<file path="src/rtl/ctrl_sequencer.sv">
// Microsequencer: holds a small program of control words and issues one word
// per accepted ready/valid handshake, with NEXT / REPT / JUMP / HALT sequencing.
module ctrl_sequencer #(
  parameter int DEPTH = 16,
  parameter int AW    = 4,
  parameter int CW    = 7
) (
  input  logic               clk,
  input  logic               rst_n,
  input  logic               load_en,
  input  logic [AW-1:0]      load_addr,
  input  logic [CW+AW+1:0]   load_data,
  input  logic               start,
  input  logic [AW-1:0]      start_addr,
  input  logic               abort,
  input  logic               ctrl_ready,
  output logic               ctrl_valid,
  output logic [CW-1:0]      ctrl_out,
  output logic               busy,
  output logic               done,
  output logic               load_err,
  output logic [AW-1:0]      pc
);

  localparam int IW = CW + 2 + AW;

  localparam logic [1:0] OP_NEXT = 2'b00;
  localparam logic [1:0] OP_REPT = 2'b01;
  localparam logic [1:0] OP_JUMP = 2'b10;
  localparam logic [1:0] OP_HALT = 2'b11;

  typedef enum logic [1:0] {
    IDLE = 2'b00,
    RUN  = 2'b01,
    DONE = 2'b10
  } state_t;

  state_t          state, state_nx;
  logic [AW-1:0]   pc_nx;
  logic [AW-1:0]   rep_cnt, rep_nx;
  logic            done_nx;
  logic [IW-1:0]   mem [DEPTH];

  logic [IW-1:0]   word;
  logic [1:0]      op;
  logic [AW-1:0]   arg;
  logic            running;

  assign word    = mem[pc];
  assign op      = word[CW+1:CW];
  assign arg     = word[CW+AW+1:CW+2];
  assign running = (state == RUN);

  // Outputs are decoded only from the state flop and the pc-indexed array,
  // so ctrl_ready never reaches ctrl_valid combinationally.
  assign ctrl_valid = running;
  assign busy       = running;
  assign ctrl_out   = running ? word[CW-1:0] : '0;

  always_comb begin
    state_nx = state;
    pc_nx    = pc;
    rep_nx   = rep_cnt;
    done_nx  = done;
    if (abort) begin
      // A handshake coincident with abort is consumed downstream but does not advance pc.
      state_nx = IDLE;
      rep_nx   = '0;
      done_nx  = 1'b0;
    end else begin
      case (state)
        IDLE, DONE: begin
          if (start) begin
            state_nx = RUN;
            pc_nx    = start_addr;
            rep_nx   = '0;
            done_nx  = 1'b0;
          end
        end
        RUN: begin
          if (ctrl_ready) begin
            case (op)
              OP_NEXT: begin
                pc_nx  = pc + 1'b1;
                rep_nx = '0;
              end
              OP_REPT: begin
                if (rep_cnt == arg) begin
                  pc_nx  = pc + 1'b1;
                  rep_nx = '0;
                end else begin
                  rep_nx = rep_cnt + 1'b1;
                end
              end
              OP_JUMP: begin
                pc_nx  = arg;
                rep_nx = '0;
              end
              default: begin
                state_nx = DONE;
                done_nx  = 1'b1;
                rep_nx   = '0;
              end
            endcase
          end
        end
        default: begin
          state_nx = IDLE;
          rep_nx   = '0;
          done_nx  = 1'b0;
        end
      endcase
    end
  end

  always_ff @(posedge clk or negedge rst_n) begin
    if (!rst_n) begin
      state    <= IDLE;
      pc       <= '0;
      rep_cnt  <= '0;
      done     <= 1'b0;
      load_err <= 1'b0;
    end else begin
      state    <= state_nx;
      pc       <= pc_nx;
      rep_cnt  <= rep_nx;
      done     <= done_nx;
      load_err <= load_en && running;
    end
  end

  // Program store is cleared on reset so a fresh start always sees NEXT/ctrl 0.
  always_ff @(posedge clk or negedge rst_n) begin
    if (!rst_n) begin
      for (int i = 0; i < DEPTH; i++) begin
        mem[i] <= '0;
      end
    end else if (load_en && !running) begin
      mem[load_addr] <= load_data;
    end
  end

endmodule

</file>
<file path="config.mk">
export PLATFORM = sky130hd
export DESIGN_NAME = ctrl_sequencer
export DESIGN_NICKNAME = d
export VERILOG_FILES = /design/src/rtl/ctrl_sequencer.sv
export SDC_FILE = /design/constraint.sdc
export NUM_CORES = 1
export LEC_CHECK = 0
export ABC_CLOCK_PERIOD_IN_PS = 3500
export BUFFER_PORTS_ARGS = -buffer_cell sky130_fd_sc_hd__buf_2
export CORE_UTILIZATION = 55
export CTS_CLUSTER_SIZE = 10
export DETAILED_ROUTE_END_ITERATION = 8
export PLACE_DENSITY = 0.73
export SLEW_MARGIN = 15
export SYNTH_ARGS = -nofsm -noshare
export SYNTH_HDL_FRONTEND = slang
export SYNTH_SLANG_ARGS = --single-unit
</file>
<file path="constraint.sdc">
create_clock -name clk -period 3.5 [get_ports clk]
set_input_delay 0.35 -clock clk [delete_from_list [all_inputs] [get_ports clk]]
set_output_delay 0.35 -clock clk [all_outputs]
set_load 0.01 [all_outputs]
</file>
# == Word-level counts from Yosys, hierarchy flattened ==
# Cells that the tools add are included.
# word_totals
ff_bits,220
out_inout_bits,15
elab_cells,81
# op_classes
add_sub_neg,2
order_cmp,3
n_eq_ne,12
n_mux,28
bitwise_logic,3
reduce_logical,12
# ops
cell,count
$bwmux 208,1
$bmux 13 s4,1
$demux 13 s4,1
$mux 13,3
$mux 4,8
$pmux 4 s2,2
$ne 3x3->1 const B,4
$pmux 4 s3,1
$ge 5x5->1 const B,2
$not 4->5,2
$add 4x1->4 const B,2
$mux 2,4
$mux 7,1
$reduce_and 6->1,1
$lt 5x1->1 const B,1
$eq 2x1->1 const B,2
$eq 2x2->1 const B,2
$eq 4x4->1,1
$logic_not 2->1,2
$mux 1,4
$ne 2x2->1 const B,2
$ne 4x1->1 const B,1
$pmux 2 s2,1
$logic_and 1x1->1,3
other kinds (8),8

# == Depth between registers and ports, before layout ==
# depth
depth_word,10
mapped_depth,10
mapped_depth_nobuf,7

# == Worst setup path after synthesis ==
# No wires, ideal clock.
# synth_timing
path_type,reg-to-output
startpoint,register pc[0]
endpoint,output port ctrl_out[0]
arrival_ps,2564
required_ps,3150
slack_ps,586
stages_incl_launch_ff,7
path_buffers,3
cell_sequence,dfrtp_1 buf_2 buf_1 buf_2 mux4_2 mux4_2 and2_1
# synth_via
elab_chain_cells,5
# synth_lines
element,line_no,source
start: declaration,22,output logic [AW-1:0] pc
start signal: assignment,125,pc <= pc_nx;
$not 4->5 (implied by the code),49,assign word = mem[pc];
$bmux 13 s4,49,
$mux 13 (implied by the code) (2 in series),49,
$mux 7,58,assign ctrl_out = running ? word[CW-1:0] : '0;
end: declaration,18,"output logic [CW-1:0] ctrl_out,"
# No other way between the ends. The select of a mux whose other input is x is not followed.

# == Worst setup path in the final report ==
# layout_timing
startpoint,register pc[1]
endpoint,output port ctrl_out[6]
# Same word-level chain as after synthesis.

==> impl_metrics.py <==
metrics = {
    "yosys": {
        "synth_compound_area_share_pct": 1.98,
        "synth.area.mux_share_pct": 37.7,
        "synth_adder_area_share_pct": 0.245,
        "yosysTopAreaCellShare_pct": 53.6,
        "synthCells": 664,
        "synth.distinct_cells": 49,
        "synth_top_family_by_area": "multiplexers",
        "async_reset_ff_share_pct": 100,
        "synth_xor_area_share_pct": 0.429,
        "synth_top_area_cell": "dfrtp_1",
        "synth_seq_cells": 219,
        "synth-edff-count": 0,
        "yosysWarnings": 0,
        "yosys.area_share.simple_pct": 3.72,
        "syn_area_mm2": 0.0102,
        "synth_fp_nets": 693,
        "synth_ff_type": "dfrtp_1",
        "syn_area_per_cell_um2": 15.4,
        "ys_seq_area_share_pct": 53.6,
        "synth_area_leaders": "dfrtp_1 54%, mux2_2 23%, mux4_2 11%, mux2i_1 1.8%, clkbuf_1 1.1%",
    },
    "layout": {
        "diodes": 0,
        "layout_common_cells": "216 x dfrtp_1, 211 x mux2_2, 52 x mux4_2",
        "post-route-util_pct": 63.4,
        "fillers": 1297,
        "nets": 741,
        "multi_input_area_mm2": 0.00452,
        "seq_area_mm2": 0.00548,
        "layout_commonest_cell": "dfrtp_1",
        "drive_gt1_share_pct": 51.6,
        "area_growth_pct": 12.1,
        "fin_area_mm2": 0.0115,
    },
    "timing": {
        "setup_viol": 0,
        "whs_ns": 0.0477,
        "hold_viol": 0,
        "tightest_slew_ns": 0.941,
        "period_needed_ns": 3.26,
        "maxSlewViolCount": 0,
        "fin_skew_ns": 0.00611,
        "rsz0062_at_grt": "false",
        "max_freq_mhz": 307,
        "post-route-period-util_pct": 93.0,
        "final.setup.tns_ns": 0,
        "timing.slew.headroom_pct": 37.2,
    },
    "clocking": {
        "cts_max_level": 1,
        "clkTransAtPathRegs_ns": 0.06,
        "numCtsBuffers": 26,
        "clkSinkCount": 219,
        "clock_path_buffers": 3,
        "clockRootBuffer": "clkbuf_16",
        "clock_latency_ns": 0.52,
        "cts_tree": "built",
    },
    "critical_path": {
        "crit_slowest_cell": "dfrtp_2",
        "worstPathArrival_ns": 2.91,
        "cp_cell_sequence": "buf_4, mux4_2, mux4_2, and2_1, buf_2",
        "worst_path_most_repeated_cell": "mux4_2",
        "path_max_fanout": 26,
        "cpPeakStageDelay_ns": 0.81,
        "start_kind": "register",
        "worst_setup_path_end_kind": "primary output",
        "crit_required_ns": 3.15,
        "critPathTopFamily": "multiplexers",
        "timing.critical_path.buf_inv": 2,
        "critPathKind": "register to primary output",
    },
    "floorplanning": {
        "fp-row-count": 49,
        "ios": 42,
        "fp.coreArea_mm2": 0.0181,
        "die_h_um": 138,
        "initial_core_util_pct": 56.5,
        "dieWidth_um": 138,
        "die_area_mm2": 0.0191,
    },
    "route": {
        "avgViaCountPerCell": 6.33,
        "drt_pre_antenna_iters": 7,
        "wl_per_cell_um": 24.7,
        "drt_wl_total_um": 23300,
        "drt_iter0_drc": 365,
        "detailroute.via_count": 5992,
        "drc": 14,
        "drtAntennaViolNets": 0,
    },
    "grt": {
        "met1_usage_pct": 36.7,
        "use_met3_pct": 4.09,
        "grt_util_met2_pct": 41.2,
        "antenna_found_initial": 0,
        "grt_max_degree": 112,
        "grt_remaining_overflow": 0,
        "busiest_layer": "met2",
        "grtUsageTotal_pct": 25.8,
        "grt_pass1_wl_um": 37400,
        "grt_pass1_vias": 6400,
    },
    "placed_design": {
        "place_congestion": 0.846,
        "dp_hpwl_um": 14400,
        "postPlaceCellArea_mm2": 0.0107,
        "port_buffers": 41,
    },
    "power": {
        "p_per_area_mw_per_mm2": 771,
        "ir_drop_v": 0.000516,
        "total_power_uw": 8830,
        "p_leak_uw": 0.00503,
    },
    "flow_run": {
        "maxCapViolCount": 0,
    },
    "hold_path": {
        "holdCritPathClass": "input port to register",
    },
    "run_status": {
        "violations": "design-rule violations",
        "status": "finished with violations",
    },
}
==> area by class of cell <==
class | count | share of cell area [%]
inverter | 3 | 0.0983
timing repair buffer | 68 | 3.98
tap | 229 | 2.50
sequential | 219 | 47.8
clock buffer | 31 | 5.93
clock inverter | 2 | 0.218
multi-input combinational | 394 | 39.4
==> report_power, final <==
| group | switching [µW] | internal [µW] | total, µW | leakage (µW) |
|---|---|---|---|---|
| logic | 1150 | 1670 | 2830 | 0.00196 |
| registers | 515 | 3190 | 3700 | 0.00273 |
| clock network | 956 | 1350 | 2300 | 0.000343 |
| total | 2620 | 6210 | 8830 | 0.00503 |
==> worst register-to-register path: stages (launching register included) <==
cell     delay [ns]
dfrtp_2        0.81
buf_4          0.41
mux4_2         0.34
mux4_2         0.55
nor2_1         0.32
mux2i_1        0.24
o21ai_0        0.09
mux2_1         0.30
==> layer usage <==
metal / vias up / wire length, µm
met3: 48 / 1090
met5: - / 0
met4: 0 / 675
met2: 153 / 11000
li1: 2557 / -
met1: 3234 / 10500
==> sequential cells by signal, indices dropped and copies added (netlist names) <==
register and count:
rep_cnt 4, mem 208, state 1, done 1
load_err 1, pc 4
==> cell usage after synthesis, drive strengths merged, types with 2 or more instances <==
library cell / instances
dfrtp: 219
mux2: 217
mux4: 54
clkbuf: 29
nor2: 21
buf: 19
mux2i: 18
nand2: 13
and2: 8
nand2b: 8
nor3: 7
nand3: 5
o21ai: 4
a22o: 3
nor2b: 3
o22ai: 3
xor2: 3
a21oi: 2
a2bb2o: 2
ha: 2
inv: 2
or3: 2
xnor2: 2
==> stage by stage <==
stage / setup WS [ns] / std cells
after floorplan: 0.586 / 664
after global placement: 0.398 / 912
after detailed placement: 0.321 / 912
after CTS: 0.206 / 946
after global routing: 0.122 / 946
final: 0.244 / 946
==> path summary, 6_finish.rpt <==
check / start / endpoint / slack [ns] / cells past startpoint
min reg2reg: mem[116] / mem[116] / 0.50 / 1
max reg2reg: pc[1] / pc[3] / 0.32 / 7
max: pc[1] / ctrl_out[6] / 0.24 / 5
min: abort / state[0] / 0.05 / 2
min in group asynchronous: rst_n / mem[195] / 0.49 / 2
max in group asynchronous: rst_n / mem[70] / 2.15 / 3
==> logic make-up after synthesis <==
kind of cell    Yosys count
xor+xnor                  5
mux                     289
buf+inv                  51
flops                   219
compound gates           24
fa+ha+maj                 2
simple gates             74
==> timing repair <==
action | 4_1_cts | 5_1_grt
resized for setup | 0 | 0
setup endpoints to repair | 0 | 0
buffers inserted | 0 | 0
hold buffers | 1 | 0
hold endpoints to repair | 16 | 0
No activity file was read; power rests on OpenSTA's default activity.
